$ cat config.mk
export PLATFORM = sky130hd
export DESIGN_NAME = sw_seq_loader
export DESIGN_NICKNAME = d
export VERILOG_FILES = /design/src/rtl/sw_pkg.sv /design/src/rtl/sw_timeout_ctr.sv /design/src/rtl/sw_seq_loader.sv
export SDC_FILE = /design/constraint.sdc
export NUM_CORES = 1
export LEC_CHECK = 0
export CAP_MARGIN = 5
export CORE_MARGIN = 2
export CORE_UTILIZATION = 40
export DETAILED_ROUTE_END_ITERATION = 7
export PLACE_DENSITY = 0.69
export SYNTH_ARGS = -nofsm -noshare
export SYNTH_HDL_FRONTEND = slang
export SYNTH_SLANG_ARGS = --single-unit
$ cat constraint.sdc
create_clock -name clock -period 1.3 [get_ports clock]
set_input_delay 0.325 -clock clock [delete_from_list [all_inputs] [get_ports clock]]
set_output_delay 0.325 -clock clock [all_outputs]
set_load 0.02 [all_outputs]
$ cat src/rtl/sw_pkg.sv
// sw_pkg: shared constants and types for the Smith-Waterman operand loader.
//   BASE_W / RES_W    : base and score widths
//   Q_LEN / R_LEN     : query and reference bases per job
//   BASE_A..BASE_T    : 2-bit base encodings
//   state_t           : loader FSM states
package sw_pkg;

    localparam int BASE_W = 2;
    localparam int RES_W  = 5;
    localparam int Q_LEN  = 6;
    localparam int R_LEN  = 10;

    localparam logic [BASE_W-1:0] BASE_A = 2'd0;
    localparam logic [BASE_W-1:0] BASE_C = 2'd1;
    localparam logic [BASE_W-1:0] BASE_G = 2'd2;
    localparam logic [BASE_W-1:0] BASE_T = 2'd3;

    typedef enum logic [1:0] {
        LOAD,
        RUN,
        OUT
    } state_t;

endpackage

$ cat src/rtl/sw_timeout_ctr.sv
// sw_timeout_ctr: clear/enable cycle counter guarding the SW run phase.
//   clock, reset : rising-edge clock, synchronous active-low reset
//   clr          : force count to 0 (has priority over en)
//   en           : count one cycle
//   expired      : high during the TIMEOUT_CYC-th enabled cycle
module sw_timeout_ctr #(
    parameter int TIMEOUT_CYC = 255
) (
    input  logic clock,
    input  logic reset,
    input  logic clr,
    input  logic en,
    output logic expired
);

    localparam int CW = $clog2(TIMEOUT_CYC + 1);

    logic [CW-1:0] count;

    // count holds the number of enabled cycles already completed, so the
    // flag is raised during the cycle that would make it TIMEOUT_CYC.
    assign expired = (count == CW'(TIMEOUT_CYC - 1));

    always_ff @(posedge clock) begin
        if (!reset) begin
            count <= '0;
        end else if (clr) begin
            count <= '0;
        end else if (en && !expired) begin
            count <= count + 1'b1;
        end
    end

endmodule

$ cat src/rtl/sw_seq_loader.sv
// sw_seq_loader: serial base loader and job sequencer for the SW core.
//   clock, reset           : rising-edge clock, synchronous active-low reset
//   in_valid/in_ready      : base beat handshake, in_base carries the base
//   sw_start               : level start to SW core, held for the whole run
//   sw_q, sw_r             : packed operands, base k at [BASE_W*k +: BASE_W]
//   sw_result, sw_done     : SW score and completion
//   out_valid/out_ready    : result handshake
//   out_result, out_error  : captured score (0 on timeout), timeout flag
module sw_seq_loader
    import sw_pkg::*;
#(
    parameter int TIMEOUT_CYC = 255
) (
    input  logic                      clock,
    input  logic                      reset,
    input  logic                      in_valid,
    output logic                      in_ready,
    input  logic [BASE_W-1:0]         in_base,
    output logic                      sw_start,
    output logic [Q_LEN*BASE_W-1:0]   sw_q,
    output logic [R_LEN*BASE_W-1:0]   sw_r,
    input  logic [RES_W-1:0]          sw_result,
    input  logic                      sw_done,
    output logic                      out_valid,
    input  logic                      out_ready,
    output logic [RES_W-1:0]          out_result,
    output logic                      out_error
);

    localparam int N_BEATS = Q_LEN + R_LEN;
    localparam int CNT_W   = $clog2(N_BEATS);
    localparam logic [CNT_W-1:0] LAST_BEAT = CNT_W'(N_BEATS - 1);

    state_t           state, state_nxt;
    logic [CNT_W-1:0] beat_cnt;
    logic             expired;
    logic             take;

    assign take = in_valid & in_ready;

    sw_timeout_ctr #(
        .TIMEOUT_CYC (TIMEOUT_CYC)
    ) u_timeout (
        .clock   (clock),
        .reset   (reset),
        .clr     (state != RUN),
        .en      (state == RUN),
        .expired (expired)
    );

    // State register
    always_ff @(posedge clock) begin
        if (!reset) state <= LOAD;
        else        state <= state_nxt;
    end

    // Next-state logic; sw_done outside RUN has no effect
    always_comb begin
        state_nxt = state;
        case (state)
            LOAD: if (take && beat_cnt == LAST_BEAT) state_nxt = RUN;
            RUN:  if (sw_done || expired)            state_nxt = OUT;
            OUT:  if (out_ready)                     state_nxt = LOAD;
            default:                                 state_nxt = LOAD;
        endcase
    end

    // Outputs decoded from state
    always_comb begin
        in_ready  = 1'b0;
        sw_start  = 1'b0;
        out_valid = 1'b0;
        case (state)
            LOAD:    in_ready  = 1'b1;
            RUN:     sw_start  = 1'b1;
            OUT:     out_valid = 1'b1;
            default: ;
        endcase
    end

    // Operand slots are written in place by beat index (no shifting), so
    // the buses are stable for the SW core from the last beat onward.
    always_ff @(posedge clock) begin
        if (!reset) begin
            beat_cnt   <= '0;
            sw_q       <= '0;
            sw_r       <= '0;
            out_result <= '0;
            out_error  <= 1'b0;
        end else begin
            if (take) begin
                for (int k = 0; k < Q_LEN; k++)
                    if (beat_cnt == CNT_W'(k))
                        sw_q[BASE_W*k +: BASE_W] <= in_base;
                for (int k = 0; k < R_LEN; k++)
                    if (beat_cnt == CNT_W'(Q_LEN + k))
                        sw_r[BASE_W*k +: BASE_W] <= in_base;
                beat_cnt <= (beat_cnt == LAST_BEAT) ? '0 : beat_cnt + 1'b1;
            end
            // done beats a simultaneous timeout
            if (state == RUN) begin
                if (sw_done) begin
                    out_result <= sw_result;
                    out_error  <= 1'b0;
                end else if (expired) begin
                    out_result <= '0;
                    out_error  <= 1'b1;
                end
            end
        end
    end

endmodule

# ---- Word level (Yosys, flattened, before mapping)
# Cells that the tools add are included.
dict set report op_classes {
  reduce_logical 26
  add_sub_neg 2
  bitwise_logic 2
  eq_ne 22
  muxes 12
}
# operator n
set ops {}
lappend ops {{$reduce_and A2 Y1} 17}
lappend ops {{$eq A4 B4 Y1 const B} 8}
lappend ops {{$eq A4 B3 Y1 const B} 4}
lappend ops {{$mux W5} 2}
lappend ops {{$add A8 B1 Y8 const B} 1}
lappend ops {{$eq A4 B2 Y1 const B} 2}
lappend ops {{$eq A8 B8 Y1 const B} 1}
lappend ops {{$mux W2} 3}
lappend ops {{$ne A2 B2 Y1 const B} 3}
lappend ops {{$pmux W2 S3} 1}
lappend ops {{$mux W1} 5}
lappend ops {{$add A4 B1 Y4 const B} 1}
lappend ops {{$eq A4 B1 Y1 const B} 1}
lappend ops {{$logic_not A4 Y1} 1}
lappend ops {{$mux W4} 1}
lappend ops {{$reduce_and A3 Y1} 1}
lappend ops {{$eq A2 B1 Y1 const B} 1}
lappend ops {{$eq A2 B2 Y1 const B} 1}
lappend ops {{$logic_and A1 B1 Y1} 2}
lappend ops {{$logic_not A2 Y1} 1}
lappend ops {{$ne A2 B1 Y1 const B} 1}
lappend ops {{$reduce_bool A2 Y1} 1}
lappend ops {{$reduce_or A2 Y1} 1}
lappend ops {{$and A1 B1 Y1} 1}
lappend ops {{other kinds (3)} 3}
dict set report totals {
  out_inout_bits 41
  regBits 52
  inputBits 12
}

# ---- Logic depth before layout (Yosys ltp)
dict set report logic_depth {
  depth_word 6
  mapped_depth 5
}

# ---- Hierarchy
# From an unflattened synthesis, not the netlist that was laid out.
dict set report unflattened {
  cells_unflattened 249
  hier_area_um2 2264.7
}
# module cells_each seq_area_each_um2 area_each_um2 instances
set by_module_without_submodules {}
lappend by_module_without_submodules {sw_seq_loader 198 880.8 1805.5 1}
lappend by_module_without_submodules {sw_timeout_ctr 51 160.2 459.2 1}

# ---- Worst setup path after synthesis
# No wires, ideal clock.
dict set report synth_timing {
  kind {reg2reg}
  from {register beat_cnt[0]}
  to {register sw_r[13]}
  arrival_ns 1.177
  slack_ns -0.011
  stages_incl_launch_ff 6
  period_less_slack_ns 1.311
  setup_time_ns 0.134
  required_time_ns 1.166
  cell_sequence {dfxtp_1 > inv_1 > ha_1 > and4bb_2 > and3_1 > mux2i_1}
}
dict set report synth_via {
  elab_chain_cells 2
}
# item line_no
set synth_lines {}
lappend synth_lines {{from (decl)} sw_seq_loader.sv:35} ;# logic [CNT_W-1:0] beat_cnt;
lappend synth_lines {{from (signal assigned)} sw_seq_loader.sv:98} ;# beat_cnt <= (beat_cnt == LAST_BEAT) ? '0 : beat_cnt + 1'b1;
lappend synth_lines {{$eq A4 B4 Y1} sw_seq_loader.sv:96} ;# if (beat_cnt == CNT_W'(Q_LEN + k))
lappend synth_lines {{$reduce_and A2 Y1 (no line)} -}
lappend synth_lines {{to (signal, indexed assignment)} sw_seq_loader.sv:97} ;# sw_r[BASE_W*k +: BASE_W] <= in_base;
lappend synth_lines {{to (decl)} sw_seq_loader.sv:21} ;# output logic [R_LEN*BASE_W-1:0] sw_r,
# Every way passes these cells.
# A chain may end at the register's enable or synchronous reset.

# ---- Worst setup path after layout
dict set report layout_timing {
  from {register state[0]}
  to {register beat_cnt[3]}
}
dict set report layout_via {
  elab_chain_cells 3
}
# item line_no
set layout_lines {}
lappend layout_lines {{from (decl)} sw_seq_loader.sv:34} ;# state_t state, state_nxt;
lappend layout_lines {{from (signal assigned)} sw_seq_loader.sv:54} ;# else state <= state_nxt;
lappend layout_lines {{$logic_not A2 Y1} sw_seq_loader.sv:73} ;# case (state)
lappend layout_lines {{$mux W1} sw_seq_loader.sv:73}
lappend layout_lines {{$and A1 B1 Y1} sw_seq_loader.sv:39} ;# assign take = in_valid & in_ready;
# Every way passes these cells.

==> impl_metrics.prom <==
# TYPE chip_impl_metric gauge
chip_impl_metric{name="largest_net_degree_at_the_start_of_global_routing",unit=""} 15
chip_impl_info{name="yosys-top-cells-count",value="dfxtp_1 (52), nand2_1 (48), mux2i_1 (25)"} 1
chip_impl_info{name="failed_checks",value="negative setup slack"} 1
chip_impl_info{name="root_buffer",value="clkbuf_8"} 1
chip_impl_metric{name="period_needed",unit="ns"} 1.38
chip_impl_metric{name="timing.max_cap.violations",unit=""} 0
chip_impl_metric{name="post-route-period-util",unit="%"} 106
chip_impl_info{name="setup.worst_path.class",value="reg2reg"} 1
chip_impl_metric{name="report.final.setup_viol",unit=""} 16
chip_impl_metric{name="fin_setup_tns",unit="ns"} -0.476
chip_impl_metric{name="worst_clock_skew_on_the_final_layout",unit="ns"} 0.00785
chip_impl_metric{name="synth_seq_cells",unit=""} 52
chip_impl_metric{name="arrival",unit="ns"} 1.62
chip_impl_metric{name="power.switching",unit="uW"} 679
chip_impl_info{name="unrepaired_setup_endpoints_after_global_routing",value="yes"} 1
chip_impl_metric{name="grt_antenna_before_repair",unit=""} 0
chip_impl_metric{name="fp.dieW",unit="um"} 79.7
chip_impl_metric{name="ys.warnings.count",unit=""} 0
chip_impl_metric{name="syn_inst",unit=""} 259
chip_impl_metric{name="port_bufs",unit=""} 52
chip_impl_metric{name="layout-drive-gt1-share",unit="%"} 37.0
chip_impl_info{name="outcome",value="finished with violations"} 1
chip_impl_metric{name="clkSinkCount",unit=""} 52
chip_impl_metric{name="cts.path.max_buffers",unit=""} 2
chip_impl_info{name="synth_ff_type",value="dfxtp_1"} 1
chip_impl_metric{name="vdd.ir_drop.worst",unit="V"} 0.000543
chip_impl_info{name="synth_top_area_cell",value="dfxtp_1"} 1
chip_impl_metric{name="seq_power_share",unit="%"} 56.0
chip_impl_metric{name="async_reset_ff_share",unit="%"} 0
chip_impl_metric{name="synth_area_per_cell",unit="sq um"} 8.84
chip_impl_metric{name="synth_seq_area_share",unit="%"} 45.5
chip_impl_metric{name="finalWeightedCongestion",unit=""} 0.786
chip_impl_info{name="critical_path_launch_point",value="state[0]"} 1
chip_impl_metric{name="numCtsBuffers",unit=""} 5
chip_impl_metric{name="grt.met1_usage",unit="%"} 25.9
chip_impl_metric{name="gr-total-overflow",unit=""} 0
chip_impl_metric{name="num_io_pins",unit=""} 53
chip_impl_metric{name="synth.cell_area",unit="sq mm"} 0.00229
chip_impl_info{name="start_kind",value="flip-flop"} 1
chip_impl_info{name="synthMostInstantiatedCell",value="dfxtp_1"} 1
chip_impl_metric{name="power.share.combinational",unit="%"} 10.1
chip_impl_metric{name="die_height",unit="um"} 79.7
chip_impl_metric{name="finalHoldViolations",unit=""} 0
chip_impl_metric{name="core_area",unit="sq mm"} 0.00551
chip_impl_info{name="cts_tree",value="done"} 1
chip_impl_metric{name="worst_ep_required_time",unit="ns"} 1.54
chip_impl_metric{name="pins_over_slew_limit",unit=""} 0
chip_impl_metric{name="power.clock.fraction",unit="%"} 33.9
chip_impl_metric{name="postRouteAntennaNets",unit=""} 0
chip_impl_metric{name="yosysUniqueCellTypes",unit=""} 35
chip_impl_metric{name="first_global_vias",unit=""} 2175
chip_impl_info{name="critPathCaptureType",value="flip-flop"} 1
chip_impl_metric{name="cts.reportedPaths.clkPinSlew",unit="ns"} 0.09
chip_impl_metric{name="detail_route.vias_per_cell",unit=""} 5.23
chip_impl_metric{name="fin_ws",unit="ns"} -0.0767
chip_impl_metric{name="syn-num-nets",unit=""} 277
chip_impl_metric{name="placedCellCount",unit=""} 409
chip_impl_metric{name="leakagePower",unit="uW"} 0.00142
chip_impl_metric{name="stdcell_count",unit=""} 421
chip_impl_metric{name="sw_frac_of_total",unit="%"} 23.4
chip_impl_metric{name="tightest_slew",unit="ns"} 0.380
chip_impl_metric{name="postLayoutCoreUtil",unit="%"} 60.7
chip_impl_info{name="hold_path_startpoint",value="sw_r[4]"} 1
chip_impl_metric{name="dp_hpwl",unit="um"} 4090
chip_impl_metric{name="power.internal",unit="uW"} 2230
chip_impl_metric{name="max_slew_margin",unit="%"} 74.6
chip_impl_metric{name="grt_usage",unit="%"} 20.0
chip_impl_info{name="globalRoute.busiestLayer",value="met2"} 1
chip_impl_metric{name="placement_rows",unit=""} 27
chip_impl_metric{name="synth.top_cell.area_share",unit="%"} 45.5
chip_impl_metric{name="diodes",unit=""} 0
chip_impl_metric{name="met3_usage",unit="%"} 4.75
chip_impl_metric{name="flow.area_growth_from_synthesis",unit="%"} 45.9
chip_impl_metric{name="route.detailed.wl_per_inst",unit="um"} 14.8
chip_impl_metric{name="drt_iter0_drc",unit=""} 131
chip_impl_metric{name="initial_core_util",unit="%"} 41.6
chip_impl_metric{name="detail_route.wirelength",unit="um"} 6230
chip_impl_info{name="r2r_start",value="state[0]"} 1
chip_impl_metric{name="insertion_delay",unit="ns"} 0.30
chip_impl_metric{name="drc",unit=""} 0
chip_impl_metric{name="ctsHoldBuffers",unit=""} 0
chip_impl_metric{name="worst-path-max-fanout",unit=""} 4
chip_impl_metric{name="fmax",unit="GHz"} 0.726
chip_impl_metric{name="synth_enable_flop_cells",unit=""} 0
chip_impl_metric{name="routed-via-count",unit=""} 2200
chip_impl_metric{name="power_density",unit="mW/mm^2"} 870
chip_impl_metric{name="design.die.area",unit="sq mm"} 0.00635
chip_impl_info{name="synth.top_cells.by_area",value="dfxtp_1 (45%), mux2i_1 (11%), nand2_1 (7.9%)"} 1
chip_impl_metric{name="final_nets",unit=""} 367
chip_impl_metric{name="wire_length_of_the_first_global_routing_pass",unit="um"} 10100
chip_impl_metric{name="globalRouteMet2Util",unit="%"} 33.9
chip_impl_metric{name="ctsHtreeMaxLevel",unit=""} 2
chip_impl_metric{name="drtPass1Iterations",unit=""} 4
chip_impl_info{name="hp-class",value="reg2reg"} 1
## power groups by stage
stage                     clock, uW  sequential (uW)  combinational, uW
after floorplan                   0             1670               92.3
after global placement            0             1660                239
final                           985             1630                293
after global routing           1070             1630                315
after detailed placement          0             1660                239
after CTS                      1000             1630                274
## per-layer routing
| metal | share of wire [%] | wire, um |
|---|---|---|
| met3 | 5.0 | 313 |
| met5 | 0 | 0 |
| met1 | 45 | 2790 |
| met4 | 0.69 | 43 |
| met2 | 49 | 3080 |
## sequential cells by signal (all words and copies together) (netlist names)
register	cells
beat_cnt	4
out_error	1
out_result	5
state	2
sw_q	12
sw_r	20
u_timeout.count	8
## worst paths after layout
path                 end  slack (ns)  depth (start not counted)
max          beat_cnt[3]       -0.08                          4
min              sw_r[4]        0.47                          2
max reg2reg  beat_cnt[3]       -0.08                          4
min reg2reg      sw_r[4]        0.47                          2
## cell usage in the layout (no fill, tap or decap), drive strengths merged, types with 6 or more instances in the layout
cell / instances
nand3: 15
nor2: 6
a21oi: 14
o21ai: 18
a31oi: 8
ha: 6
nor2b: 8
mux2i: 25
clkdlybuf4s50: 9
buf: 52
nand2: 48
clkbuf: 33
clkdlybuf4s15: 9
dfxtp: 52
## cells by family (layout without fill, tap and decap cells)
logic type | count (synthesis) | in the layout | synth area share [%]
buf+inv | 20 | 110 | 3.44
simple gates | 105 | 105 | 23.8
compound gates | 49 | 49 | 12.3
mux | 25 | 25 | 10.9
xor+xnor | 2 | 2 | 0.765
fa+ha+maj | 6 | 6 | 3.28
flops | 52 | 52 | 45.5
## critical path: stages, from the launching register on
cell and delay (ns):
dfxtp_4 0.37, buf_6 0.12, or3b_1 0.38, or3_1 0.33, a21oi_2 0.12
## what timing repair did
action	4_1_cts	5_1_grt
pin swaps	8	6
setup endpoints to repair	71	80
setup buffers	5	1
endpoints found under the hold margin	0	0
resized for setup	125	66
## per-stage QoR
stage / setup WS (ns) / hold WS [ns] / power, uW / instance area (sq um)
global route: -0.125 / 0.494 / 3020 / 3340
finish: -0.0767 / 0.469 / 2910 / 3340
global placement: -0.435 / 0.450 / 1900 / 3150
detailed placement: -0.458 / 0.452 / 1900 / 3150
floorplan: 0.0304 / 0.465 / 1760 / 2290
CTS: -0.0727 / 0.474 / 2900 / 3380
## area by class of cell
type | instances | area, sq um
clock buffer | 7 | 96.3
fill | 474 | 2170
sequential | 52 | 1050
tap | 72 | 90.1
inverter | 5 | 23.8
timing repair buffer | 98 | 746
multi-input combinational | 187 | 1330
Power figures use the tool's default switching activity.
